==> src/rtl/fpu_mul_writeback.sv <==
// rtl/fpu_mul_writeback.sv - multiplier writeback FIFO with result classification, sticky status (FPU_WB_STICKY_EN) and result counter
module fpu_mul_writeback #(
    parameter int DEPTH = 4,
    parameter int CNT_W = 16
) (
    input  logic             clk,
    input  logic             rst,
    input  logic             in_valid,
    output logic             in_ready,
    input  logic [31:0]      in_result,
    input  logic             in_overflow,
    input  logic             in_underflow,
    output logic             out_valid,
    input  logic             out_ready,
    output logic [31:0]      out_data,
    output logic [3:0]       out_flags,
    input  logic             clear_flags,
    output logic [3:0]       sticky_flags,
    output logic [CNT_W-1:0] result_count
);

    localparam int PTR_W = $clog2(DEPTH);
    localparam int OCC_W = $clog2(DEPTH + 1);

    // Each entry is {flags[3:0], result[31:0]}
    logic [35:0]      mem [DEPTH];
    logic [PTR_W-1:0] wr_ptr;
    logic [PTR_W-1:0] rd_ptr;
    logic [OCC_W-1:0] occ;
    logic             full;
    logic             empty;
    logic             push;
    logic             pop;
    logic [3:0]       push_flags;
    logic [3:0]       pushed_flags;

    // Handshake status comes from registered occupancy only
    assign full      = (occ == OCC_W'(DEPTH));
    assign empty     = (occ == '0);
    assign in_ready  = !full;
    assign out_valid = !empty;
    assign push      = in_valid && in_ready;
    assign pop       = out_valid && out_ready;

    // Classification of the incoming word: {inf, zero, underflow, overflow}
    assign push_flags   = {(in_result[30:23] == 8'hFF), (in_result[30:0] == 31'd0),
                           in_underflow, in_overflow};
    assign pushed_flags = push ? push_flags : 4'b0000;

    // Circular buffer storage, pointers and occupancy
    always_ff @(posedge clk) begin
        if (rst) begin
            wr_ptr <= '0;
            rd_ptr <= '0;
            occ    <= '0;
            for (int i = 0; i < DEPTH; i++) begin
                mem[i] <= '0;
            end
        end else begin
            if (push) begin
                mem[wr_ptr] <= {push_flags, in_result};
                wr_ptr      <= wr_ptr + PTR_W'(1);
            end
            if (pop) begin
                rd_ptr <= rd_ptr + PTR_W'(1);
            end
            case ({push, pop})
                2'b10:   occ <= occ + OCC_W'(1);
                2'b01:   occ <= occ - OCC_W'(1);
                default: occ <= occ;
            endcase
        end
    end

    // Head entry is presented directly from storage
    assign {out_flags, out_data} = mem[rd_ptr];

    // Count of accepted entries, wrapping naturally at the counter width
    always_ff @(posedge clk) begin
        if (rst) begin
            result_count <= '0;
        end else if (push) begin
            result_count <= result_count + CNT_W'(1);
        end
    end

`ifdef FPU_WB_STICKY_EN
    // Sticky status; a push coinciding with a clear still leaves its flags set
    always_ff @(posedge clk) begin
        if (rst) begin
            sticky_flags <= 4'b0000;
        end else if (clear_flags) begin
            sticky_flags <= pushed_flags;
        end else begin
            sticky_flags <= sticky_flags | pushed_flags;
        end
    end
`else
    logic       unused_clear;
    logic [3:0] unused_pushed;
    assign unused_clear  = clear_flags;
    assign unused_pushed = pushed_flags;
    assign sticky_flags  = 4'b0000;
`endif

endmodule

==> config.mk <==
export PLATFORM = sky130hd
export DESIGN_NAME = fpu_mul_writeback
export DESIGN_NICKNAME = d
export VERILOG_FILES = /design/src/rtl/fpu_mul_writeback.sv
export SDC_FILE = /design/constraint.sdc
export NUM_CORES = 1
export LEC_CHECK = 0
export BUFFER_PORTS_ARGS = -buffer_cell sky130_fd_sc_hd__buf_4
export CAP_MARGIN = 10
export CORE_MARGIN = 3
export CORE_UTILIZATION = 37
export CTS_CLUSTER_SIZE = 24
export DETAILED_ROUTE_END_ITERATION = 6
export GPL_TIMING_DRIVEN = 0
export HOLD_SLACK_MARGIN = 0.15
export SETUP_SLACK_MARGIN = 0.3
export SYNTH_ARGS = -nofsm -noshare
export SYNTH_HDL_FRONTEND = slang
export SYNTH_SLANG_ARGS = --single-unit
==> constraint.sdc <==
create_clock -name clk -period 2.7 [get_ports clk]
set_input_delay 0.135 -clock clk [delete_from_list [all_inputs] [get_ports clk]]
set_output_delay 0.135 -clock clk [all_outputs]
set_load 0.01 [all_outputs]
Word-level counts from Yosys, hierarchy flattened
Memories as Yosys holds them, arrays and structs flattened. A register that Yosys moved wholly into a read port is not among the register bits.
Cells that the tools add are included.
{"block": "word_totals", "reg_bits": 23, "in_bits": 39, "mem_count": 1, "output_inout_bits": 58, "mem_bits_rw": 144, "word_cells": 33}
{"memory": "mem", "words": 4, "width": 36, "read_ports": 1, "rd_clocked_by_memory_dff": 1, "write_ports": 4, "line_no": "26", "text": "logic [35:0] mem [DEPTH];"}
{"block": "classes", "add_sub_neg": 5, "reduce_logical": 8, "mux": 11, "eq_ne": 4}
{"op": "2-to-1 mux 36 bit", "count": 1}
{"op": "OR reduction 36 bit", "count": 1}
{"op": "zero test 31 bit", "count": 1}
{"op": "adder 16 x 1 -> 16 bit, second input constant", "count": 1}
{"op": "== test 8 bit, second input constant", "count": 1}
{"op": "2-to-1 mux 1 bit", "count": 6}
{"op": "2-to-1 mux 2 bit", "count": 3}
{"op": "one-hot mux 3 bit (2 select lines)", "count": 1}
{"op": "adder 2 x 1 -> 2 bit, second input constant", "count": 2}
{"op": "adder 3 x 1 -> 3 bit, second input constant", "count": 1}
{"op": "== test 3 bit, second input constant", "count": 1}
{"op": "zero test 3 bit", "count": 1}
{"op": "subtractor 3 x 1 -> 3 bit, second input constant", "count": 1}
{"op": "== test 2 x 1 -> 1 bit, second input constant", "count": 1}
{"op": "== test 2 bit, second input constant", "count": 1}
{"op": "logical AND 1 bit", "count": 2}
{"op": "zero test 1 bit", "count": 2}
{"op": "nonzero test 2 bit", "count": 1}

Logic depth before layout (Yosys ltp)
{"block": "depth", "ltp_word": 8, "depth_mapped": 10, "ltp_nobuf": 9}

Worst setup path before layout
Ideal clock, no wire load.
{"block": "synth_timing", "kind": "reg-to-reg", "from": "register occ[2]", "to": "register occ[2]", "t_required_ps": 2630, "setup_slack_ps": 471, "path_stages_with_launch": 11, "setup_ps": 70, "t_arrival_ps": 2159, "period_less_slack_ps": 2229, "path_buffers": 1, "cell_sequence": "dfxtp_1 > nor3b_1 > buf_2 > inv_2 > nand2_1 > ha_1 > inv_1 > fa_1 > xor2_1 > or3_1 > a21oi_1"}
{"block": "synth_between", "elab_chain_cells": 5, "word_cells_on_any_way": 12, "cone_classes": "2 x add/sub; 3 x eq/ne; 1 x mux; 6 x reduce/logical"}
{"element": "start: declaration", "line_no": "29", "text": "logic [OCC_W-1:0] occ;"}
{"element": "start signal: assignment", "line_no": "68", "text": "2'b10: occ <= occ + OCC_W'(1);"}
{"element": "start signal: assignment", "line_no": "69", "text": "2'b01: occ <= occ - OCC_W'(1);"}
{"element": "== test 3 bit (*)", "line_no": "38", "text": "assign full = (occ == OCC_W'(DEPTH));"}
{"element": "zero test 1 bit (*)", "line_no": "40", "text": "assign in_ready = !full;"}
{"element": "net in_ready", "line_no": "9", "text": "output logic in_ready,"}
{"element": "logical AND 1 bit (*)", "line_no": "42", "text": "assign push = in_valid && in_ready;"}
{"element": "== test 2 x 1 -> 1 bit / == test 2 bit (equally long branches)", "line_no": "67", "text": "case ({push, pop})"}
{"element": "one-hot mux 3 bit (2 select lines) / nonzero test 2 bit (equally long branches)"}
Mark *: on every way through the listed nets, which the timed path passes. The rest lies on a longest branch.
A chain may end at the register's enable or synchronous reset.

==> impl_results.md <==
- Result of the run: complete, no violations
- Hold Fails Final Rpt: 0
- HPWL Detailed: roughly 11 mm
- Worst-skew pair later-pin latency: about 430 ps
- Max-slew headroom: about three fifths
- Top Family by Delay on Critical Path: simple AND/OR/NAND/NOR gates
- Slowest CP cell: or2_4
- Synth warnings: 0
- Fill cells: 1697
- Initial core utilization: 38.0%
- Tmin final: between 2000 and 2500 ps
- Share of cells above drive strength 1: 29.5%
- CP Launch Point: occ[0]
- Routed WL per cell: 18.5 microns
- Layout area overhead: 27.4%
- Die span in x: 148 microns
- Pwr Total: 0.00735 W
- CP bufs+invs: 1
- Design Area, Final: 9470 sq um
- CP Cell Sequence: nor3b_4 > or3_1 > buf_4 > nor2_2 > or2_4
- Max Transition Viols Final: 0
- Seq cells post-synth: around 170
- Initial DRC Count: 285
- Die footprint: approximately 22000 sq um
- Setup CP Type: register to register
- Reg-to-Reg Start: occ[0]
- Worst VDD drop: between 0.0005 and 0.0006 V
- Antenna violations before repair: 0
- Register area share after synthesis: roughly two thirds
- Largest net degree at the start of global routing: 37
- Mapped Area: about 7400 sq um
- Vias: 4568
- Pre-Repair DR Iteration Count: 5
- Grt ovf: 0
- Static leakage: around 3.5 nW
- # clock sinks: between 150 and 200
- # rows: 51
- Final core utilization: between 40% and 50%
- Max cap viols: 0
- GRT Resource Usage Total: between 10% and 20%
- Mapped Cells: 499
- Distinct cell type count after synthesis: 36
- Num CTS Buffers: 17
- Inserted Diodes: 0
- Crit path launch type: register
- Ports: just under 100
- I/O Buffers: ~90
- Worst slew pin tran: a little over 600 ps
- Nature of the critical path endpoint: register
- Final-stage net count: between 600 and 700
- CTS tree: built
- Number of remaining DRC errors: 0
- Core Box Area: 19600 sq um
- Drt total wl: approximately 17 mm
- Hold WC Path Type: input port to register
- Required @ worst endpoint: between 2000 and 3000 ps
- Slowest stage delay, CP: a little over 600 ps
- CTS root buf: clkbuf_16
- First-pass GRT wire length: 27.0 mm
- Final Cycle Share: 88.7%
- Die height: 148 microns
- Placed inst area: 8480 sq um
- RSZ-0062 raised after global routing: yes
- Placer Congestion: around 0.81
- Reg clk slew, reported paths: approximately 70 ps
- DR vias/cell: about 4.9
- Final Skew: 7.16 ps
- Average cell area after synthesis: roughly 15 sq um
- Final setup fails: 0
- Final setup TNS: 0 ps
- Max FO, Critical Path: 36
- Post-route ant nets: 0
- Worst hold start: out_ready
- Critical Path AT: roughly 2500 ps
- H-tree Lvls: 4
- Number of global-route vias before repair: 4900
- Max Buffers Root-to-Sink: 2
- Pwr/cell area: ~780 nW/um^2
- Max Clk Rate: 418 MHz
## final cells by class
cell class / count / area, sq um / area share, %
repair buffers: 131 / 1080 / 11.4
plain buffers: 30 / 183 / 1.93
clock buffers: 19 / 433 / 4.57
clock inverters: 13 / 120 / 1.27
flip-flops and latches: 169 / 4830 / 50.9
inverters: 6 / 22.5 / 0.238
well taps: 265 / 332 / 3.50
multi-input cells: 299 / 2470 / 26.1
## state kept, by name, summed over array words and instances, names as in the netlist, named ones only
signal,cells
mem,144
occ,3
rd_ptr,2
result_count,16
wr_ptr,2
## final timing paths
path,endpoint,slack (ps),depth (start not counted)
min reg2reg,result_count[15],500,2
max reg2reg,mem[1][17],310,5
min,rd_ptr[0],190,4
max,mem[1][17],310,5
## Yosys cell counts, drive strengths merged
| library cell | count | share of area [%] |
|---|---|---|
| a21oi | 8 | 0.54 |
| clkbuf | 17 | 0.91 |
| inv | 6 | 0.30 |
| fa | 1 | 0.27 |
| or3 | 10 | 0.84 |
| or2 | 5 | 0.42 |
| conb | 1 | 0.050 |
| ha | 2 | 0.34 |
| o31a | 1 | 0.12 |
| o21ai | 6 | 0.40 |
| nor2b | 1 | 0.084 |
| nand3 | 10 | 0.67 |
| nor3b | 2 | 0.35 |
| xnor2 | 8 | 0.94 |
| a41o | 1 | 0.13 |
| nor4 | 11 | 0.93 |
| and2 | 138 | 12 |
| buf | 13 | 1.3 |
| nor2 | 22 | 1.1 |
| edfxtp | 144 | 58 |
| nor3 | 6 | 0.56 |
| xor2 | 8 | 0.94 |
| dfxtp | 25 | 6.7 |
| and4 | 2 | 0.24 |
| nand2 | 6 | 0.30 |
| nor4b | 2 | 0.24 |
| mux4 | 36 | 11 |
| nand2b | 1 | 0.084 |
| nand4 | 6 | 0.50 |
## through the flow
step / worst slack [ps] / cells / hold slack [ps]
after CTS: 259 / 927 / 181
after global routing: 201 / 932 / 227
after detailed placement: -180 / 859 / 439
after global placement: -148 / 858 / 433
final: 305 / 932 / 194
after floorplan: 471 / 502 / 295
## timing repair
| action | in CTS | in global routing |
|---|---|---|
| endpoints found under the hold margin | 141 | 0 |
| setup buffers | 0 | 4 |
| endpoints found under the setup margin | 139 | 147 |
| pin swaps | 1 | 1 |
| hold buffers | 35 | 0 |
| resized for setup | 11 | 10 |
| cloned | 1 | 1 |
## logic make-up after synthesis
kind of cell | share of synthesized area [%]
AO/OA/AOI/OAI | 1.19
buffers and inverters | 2.51
flip-flops | 64.9
adder cells (fa/ha/maj) | 0.606
other | 0.0504
XOR/XNOR | 1.88
AND/OR/NAND/NOR | 18.0
multiplexers | 10.9
## layout by cell type, fill, tap and decap left out, types with 3 or more instances in the layout
master         count
nand2_1            5
clkbuf_2           7
o21ai_0            6
nor2_1            21
nor3_1             5
buf_4            103
clkbuf_16         17
or2_2              3
nor4_1            11
inv_6              4
and2_1           138
dlygate4sd3_1     35
a21oi_1            8
clkinvlp_4         5
nand3_1           10
edfxtp_1         144
xnor2_1            8
inv_1              4
xor2_1             8
or2_4              4
conb_1             4
buf_6              4
dfxtp_1           24
clkbuf_1          12
nand4_1            6
or3_1             10
mux4_2            36
## metal layers
layer	wire length (microns)	GRT usage [%]
met1	7490	20.6
met2	8570	27.9
met3	933	4.90
met4	231	4.80
met5	0	0
## where the power goes
part,total (W),leakage [nW],switching (W),internal (W)
Clock,0.00230,0.254,0.00103,0.00128
Sequential,0.00322,1.70,0.000109,0.00312
Combinational,0.00182,1.58,0.000890,0.000930
## worst reg2reg max path: stages, from the launching register on
cell and delay [ps]:
dfxtp_1 450, nor3b_4 90, or3_1 320, buf_4 180, nor2_2 360, or2_4 610
Note: power is estimated with default switching activity, not from simulation.
